File: config.mk
export PLATFORM = sky130hd
export DESIGN_NAME = regfile_write_arbiter
export DESIGN_NICKNAME = d
export VERILOG_FILES = /design/src/rtl/regfile_write_arbiter.sv
export SDC_FILE = /design/constraint.sdc
export NUM_CORES = 1
export LEC_CHECK = 0
export ABC_CLOCK_PERIOD_IN_PS = 2100
export CAP_MARGIN = 20
export CORE_MARGIN = 4
export CORE_UTILIZATION = 30
export CTS_BUF_LIST = sky130_fd_sc_hd__clkbuf_8
export CTS_CLUSTER_DIAMETER = 60
export DETAILED_ROUTE_END_ITERATION = 8
export GPL_TIMING_DRIVEN = 1
export PLACE_DENSITY_LB_ADDON = 0.05
export SLEW_MARGIN = 15
export SYNTH_ARGS = -nofsm -noshare
export SYNTH_HDL_FRONTEND = slang
export SYNTH_SLANG_ARGS = --single-unit
File: constraint.sdc
create_clock -name clk -period 2.1 [get_ports clk]
set_input_delay 0.315 -clock clk [delete_from_list [all_inputs] [get_ports clk]]
set_output_delay 0.315 -clock clk [all_outputs]
set_load 0.005 [all_outputs]
File: src/rtl/regfile_write_arbiter.sv
// Purpose: shares one register-file write port between CPU writeback and the loader/debug port.
// Latency: an accepted request is driven on rf_* one cycle later, for exactly one cycle.
// Backpressure: ready is combinational; fixed CPU priority, ext gets forced priority after STARVE_MAX stalls.
// Optional: RF_ARB_ZERO_GUARD_EN suppresses rf_we for accepted writes to register 0.
module regfile_write_arbiter #(
   parameter int DATA_W     = 32,
   parameter int ADDR_W     = 5,
   parameter int STARVE_MAX = 4
) (
   input  logic              clk,
   input  logic              rst,
   input  logic              cpu_valid,
   input  logic [ADDR_W-1:0] cpu_wr,
   input  logic [DATA_W-1:0] cpu_wd,
   output logic              cpu_ready,
   input  logic              ext_valid,
   input  logic [ADDR_W-1:0] ext_wr,
   input  logic [DATA_W-1:0] ext_wd,
   output logic              ext_ready,
   output logic              rf_we,
   output logic [ADDR_W-1:0] rf_wr,
   output logic [DATA_W-1:0] rf_wd,
   output logic              rf_src
);

   localparam int CNT_W = $clog2(STARVE_MAX + 1);
   localparam logic [CNT_W-1:0] STARVE_LIM = CNT_W'(STARVE_MAX);

   typedef enum logic {
      PRI_CPU = 1'b0,
      PRI_EXT = 1'b1
   } state_t;

   state_t           state;
   state_t           state_nxt;
   logic [CNT_W-1:0] starve_cnt;
   logic [CNT_W-1:0] starve_cnt_nxt;
   logic             cpu_acc;
   logic             ext_acc;
   logic             starve_inc;
   logic             starve_hit;
   logic             cpu_we_ok;
   logic             ext_we_ok;

   assign cpu_acc = cpu_valid & cpu_ready;
   assign ext_acc = ext_valid & ext_ready;

   // ext is stalled while CPU holds priority; count it until the limit.
   assign starve_inc = (state == PRI_CPU) & ext_valid & ~ext_ready & (starve_cnt != STARVE_LIM);
   // The increment that lands exactly on the limit flips priority on the same edge.
   assign starve_hit = starve_inc & (starve_cnt == (STARVE_LIM - CNT_W'(1)));

`ifdef RF_ARB_ZERO_GUARD_EN
   // r0 is hardwired zero: the handshake completes but the write is dropped.
   assign cpu_we_ok = (cpu_wr != '0);
   assign ext_we_ok = (ext_wr != '0);
`else
   assign cpu_we_ok = 1'b1;
   assign ext_we_ok = 1'b1;
`endif

   // Priority state register.
   always_ff @(posedge clk) begin
      if (rst) begin
         state <= PRI_CPU;
      end else begin
         state <= state_nxt;
      end
   end

   // Next priority: go to ext on starvation, return after one ext grant or if ext withdraws.
   always_comb begin
      state_nxt = state;
      case (state)
         PRI_CPU: if (starve_hit) state_nxt = PRI_EXT;
         PRI_EXT: if (ext_acc || !ext_valid) state_nxt = PRI_CPU;
         default: state_nxt = PRI_CPU;
      endcase
   end

   // Grant decode; both readies are held low during reset.
   always_comb begin
      cpu_ready = 1'b0;
      ext_ready = 1'b0;
      if (!rst) begin
         case (state)
            PRI_CPU: begin
               cpu_ready = cpu_valid;
               ext_ready = ext_valid & ~cpu_valid;
            end
            PRI_EXT: begin
               ext_ready = ext_valid;
               cpu_ready = cpu_valid & ~ext_valid;
            end
            default: begin
               cpu_ready = 1'b0;
               ext_ready = 1'b0;
            end
         endcase
      end
   end

   // Starvation counter: clears when ext is served or stops asking, saturates at the limit.
   always_comb begin
      starve_cnt_nxt = starve_cnt;
      if (ext_acc || !ext_valid) begin
         starve_cnt_nxt = '0;
      end else if (starve_inc) begin
         starve_cnt_nxt = starve_cnt + CNT_W'(1);
      end
   end

   // Starvation counter register.
   always_ff @(posedge clk) begin
      if (rst) begin
         starve_cnt <= '0;
      end else begin
         starve_cnt <= starve_cnt_nxt;
      end
   end

   // Register-file port: one-cycle write pulse, address/data/source hold when idle.
   always_ff @(posedge clk) begin
      if (rst) begin
         rf_we  <= 1'b0;
         rf_wr  <= '0;
         rf_wd  <= '0;
         rf_src <= 1'b0;
      end else if (cpu_acc) begin
         rf_we  <= cpu_we_ok;
         rf_wr  <= cpu_wr;
         rf_wd  <= cpu_wd;
         rf_src <= 1'b0;
      end else if (ext_acc) begin
         rf_we  <= ext_we_ok;
         rf_wr  <= ext_wr;
         rf_wd  <= ext_wd;
         rf_src <= 1'b1;
      end else begin
         rf_we  <= 1'b0;
      end
   end

endmodule

==> out/metrics.cfg <==
[worst_setup_path]
worstPathRequired_ps = 2290
worstSetupStartpointType = primary input
r2r_slack_ps = 650
r2r-end = rf_wd[5]
crit_type = primary input to flop
r2r_start = state
reg2reg_depth = 4
endpoint_kind = flop
cp_max_fo = 37
cp-startpoint = ext_valid
worstPathArrival_ps = 1940

[layout]
final_cells = 418
areaGrowthSynthToFinish_pct = 64.2
final_area_um2 = 3560
antennaDiodeCount = 0
drive_above_1_share_pct = 14.9
finalNetCount = 402

[synth]
synthSimpleGateAreaFrac_pct = 5.02
ys_types = 31
synth_compound_area_share_pct = 39.8
synth_mux_area_share_pct = 0
synth_top_family_by_area = compound AO/OA/AOI/OAI gates
synth_area_leader_cell = dfxtp_1
synth_area_um2 = 2170
syn_avg_cell_area_um2 = 10.4
yosys-top-cells-area = dfxtp_1 40%, a221o_1 17%, a2111oi_2 14%, inv_1 6.9%, a2111oi_0 6.9%
synthAdderAreaFrac_pct = 1.73
synth_top_area_share_pct = 39.7
synth-xor-area-share_pct = 0
yosysWarnings = 0
synth-seq-cells = 43
synth_cells = 209
seq_area_frac_synth_pct = 39.7
synth_fp_nets = 290

[grt]
antenna_found_initial = 0
grt-ovfl-total = 0
top_usage_layer = met2
grt_max_degree = 39
first_global_vias = 2186
grt_use_met1_pct = 21.6
grt_pass1_wl_um = 11300
met3_usage_pct = 3.38
grt.total_usage_pct = 16.5
grt_use_met2_pct = 27.5

[placed_design]
port_buffers = 118
dp_hpwl_um = 4780
gp_congestion = 0.753
dpl_cell_area_um2 = 3430
dp.cells = 409

[hold_path]
hold_start = rf_src
min_to = rf_src
hold_path_depth = 1
hold_path.class = flop to flop

[drt]
ant_nets = 0
routed_wl_um = 7200
drc = 0
vias = 2143
drt_pass1_iterations = 4
routed_via_density = 5.13
drtIter0Drc = 68
wire_per_inst_um = 17.2

[floorplanning]
fp.dieH_um = 93.0
rows = 30
die-area_um2 = 8650
fp.coreArea_um2 = 6910
io_pins = 119
initial_core_util_pct = 31.4
die_x_um = 93.0

[cts]
cts_buffers = 5
cts_sinks = 43
cts-resized-gates = 1
clk_pin_slew_ps = 80
h-tree-depth = 2
cts_max_path_buffers = 2
ctsHoldBuffers = 0
clock_latency_ps = 300
cts_root_buf = clkbuf_8
cts_setup_buffers = 0
cts_tree = done

[pwr]
swShare_pct = 25.5
p_sw_uw = 509
clockPowerShare_pct = 30.4
powerDensity_nw_per_um2 = 560
p_total_mw = 1.99
p_leak_nw = 1.40
ir_drop_mv = 0.221
combPwrFrac_pct = 23.9
intPower_mw = 1.48
p_seq_share_pct = 45.6

[sta]
grt_setup_unrepaired = no
max_freq_mhz = 570
slew_headroom_pct = 67.6
tns_ps = 0
tightest_slew_ps = 484
clock_skew_ps = 8.93
finalHoldViolCount = 0
setup_viol_count_final = 0
period_share_pct = 83.6
fin_crit_ps = 1760
slew_violations = 0
fin_hold_ws_ps = 479

[flow_run]
drv_cap = 0

[status]
status = complete, no violations

-- routing by layer --
metal / share of wire (%) / vias up
met5: 0 / -
met4: 1.1 / 0
met3: 5.3 / 8
met2: 50 / 59
met1: 44 / 1037
li1: - / 1039
-- cell type report --
type,count,area (um2)
clock buffer,7,96.3
clock inverter,1,7.51
fill,678,3350
inverter,40,150
multi-input combinational,101,1030
sequential,43,861
tap,96,120
timing repair buffer,130,1300
-- synth_stat cells (all sizes together) --
master	instances
dfxtp	43
or2	1
and2	1
nand2	2
clkbuf	8
or2b	1
a2111oi	37
nand4	1
nor2	3
a31o	1
o21a	1
and4b	1
a31oi	1
a21oi	3
ha	3
and3b	1
nor3	1
o21ai	1
nor2b	2
inv	40
a221o	37
buf	17
nor3b	1
nand3	1
nand3b	1
-- critical path: stages --
cell and delay [ps]:
clkdlybuf4s50_1 530, buf_4 170, nand2_2 80, and3b_1 180
buf_4 260, a221o_1 390
-- through the flow --
| step | util [%] | worst slack (ps) |
|---|---|---|
| global route | 51.6 | 256 |
| finish | 51.6 | 344 |
| floorplan | - | 693 |
| global placement | 49.7 | -157 |
| detailed placement | 49.7 | -209 |
| CTS | 51.3 | 9.93 |
-- worst max-delay path by stage --
stage | endpoint | slack (ps) | depth (start not counted)
global placement | rf_wd[12] | -160 | 4
floorplan | rf_wd[14] | 690 | 4
finish | rf_wd[5] | 340 | 6
global route | rf_wd[5] | 260 | 6
detailed placement | rf_wd[16] | -210 | 4
CTS | cpu_ready | 10 | 5
-- placed cells by master, fill, tap and decap left out --
cell / count
o21ai_0: 1
nor2_1: 2
clkinvlp_4: 1
a2111oi_2: 20
a221o_1: 37
dlymetal6s2s_1: 2
a31oi_1: 1
nor3b_2: 1
ha_1: 3
nor3_4: 1
buf_2: 2
buf_8: 1
clkbuf_8: 7
and2_1: 1
a21oi_1: 3
buf_4: 9
nor2b_1: 2
buf_12: 2
a2111oi_0: 17
or2b_1: 1
clkdlybuf4s50_1: 114
nand4_1: 1
or2_2: 1
nor2_4: 1
and3b_1: 1
and4b_1: 1
inv_1: 40
nand3b_1: 1
a31o_2: 1
dfxtp_1: 43
nand3_1: 1
nand2_2: 1
o21a_1: 1
nand2_1: 1
-- flip-flops by register name (all words and copies together) (netlist names) --
signal	flops
rf_we	1
rf_wd	32
state	1
starve_cnt	3
rf_wr	5
rf_src	1
-- cells by family (layout without fill, tap and decap cells) --
| group | count (synthesis) | after routing |
|---|---|---|
| buffers and inverters | 65 | 178 |
| adder cells (fa/ha/maj) | 3 | 3 |
| AND/OR/NAND/NOR | 17 | 17 |
| AO/OA/AOI/OAI | 81 | 81 |
| flip-flops | 43 | 43 |
-- power by group through the flow --
| stage | clock, mW | combinational, mW | sequential (mW) |
|---|---|---|---|
| floorplan | 0 | 0.167 | 0.931 |
| global placement | 0 | 0.477 | 0.928 |
| detailed placement | 0 | 0.479 | 0.928 |
| CTS | 0.624 | 0.482 | 0.910 |
| global route | 0.659 | 0.514 | 0.920 |
| finish | 0.607 | 0.477 | 0.910 |
Power figures use the tool's default switching activity.
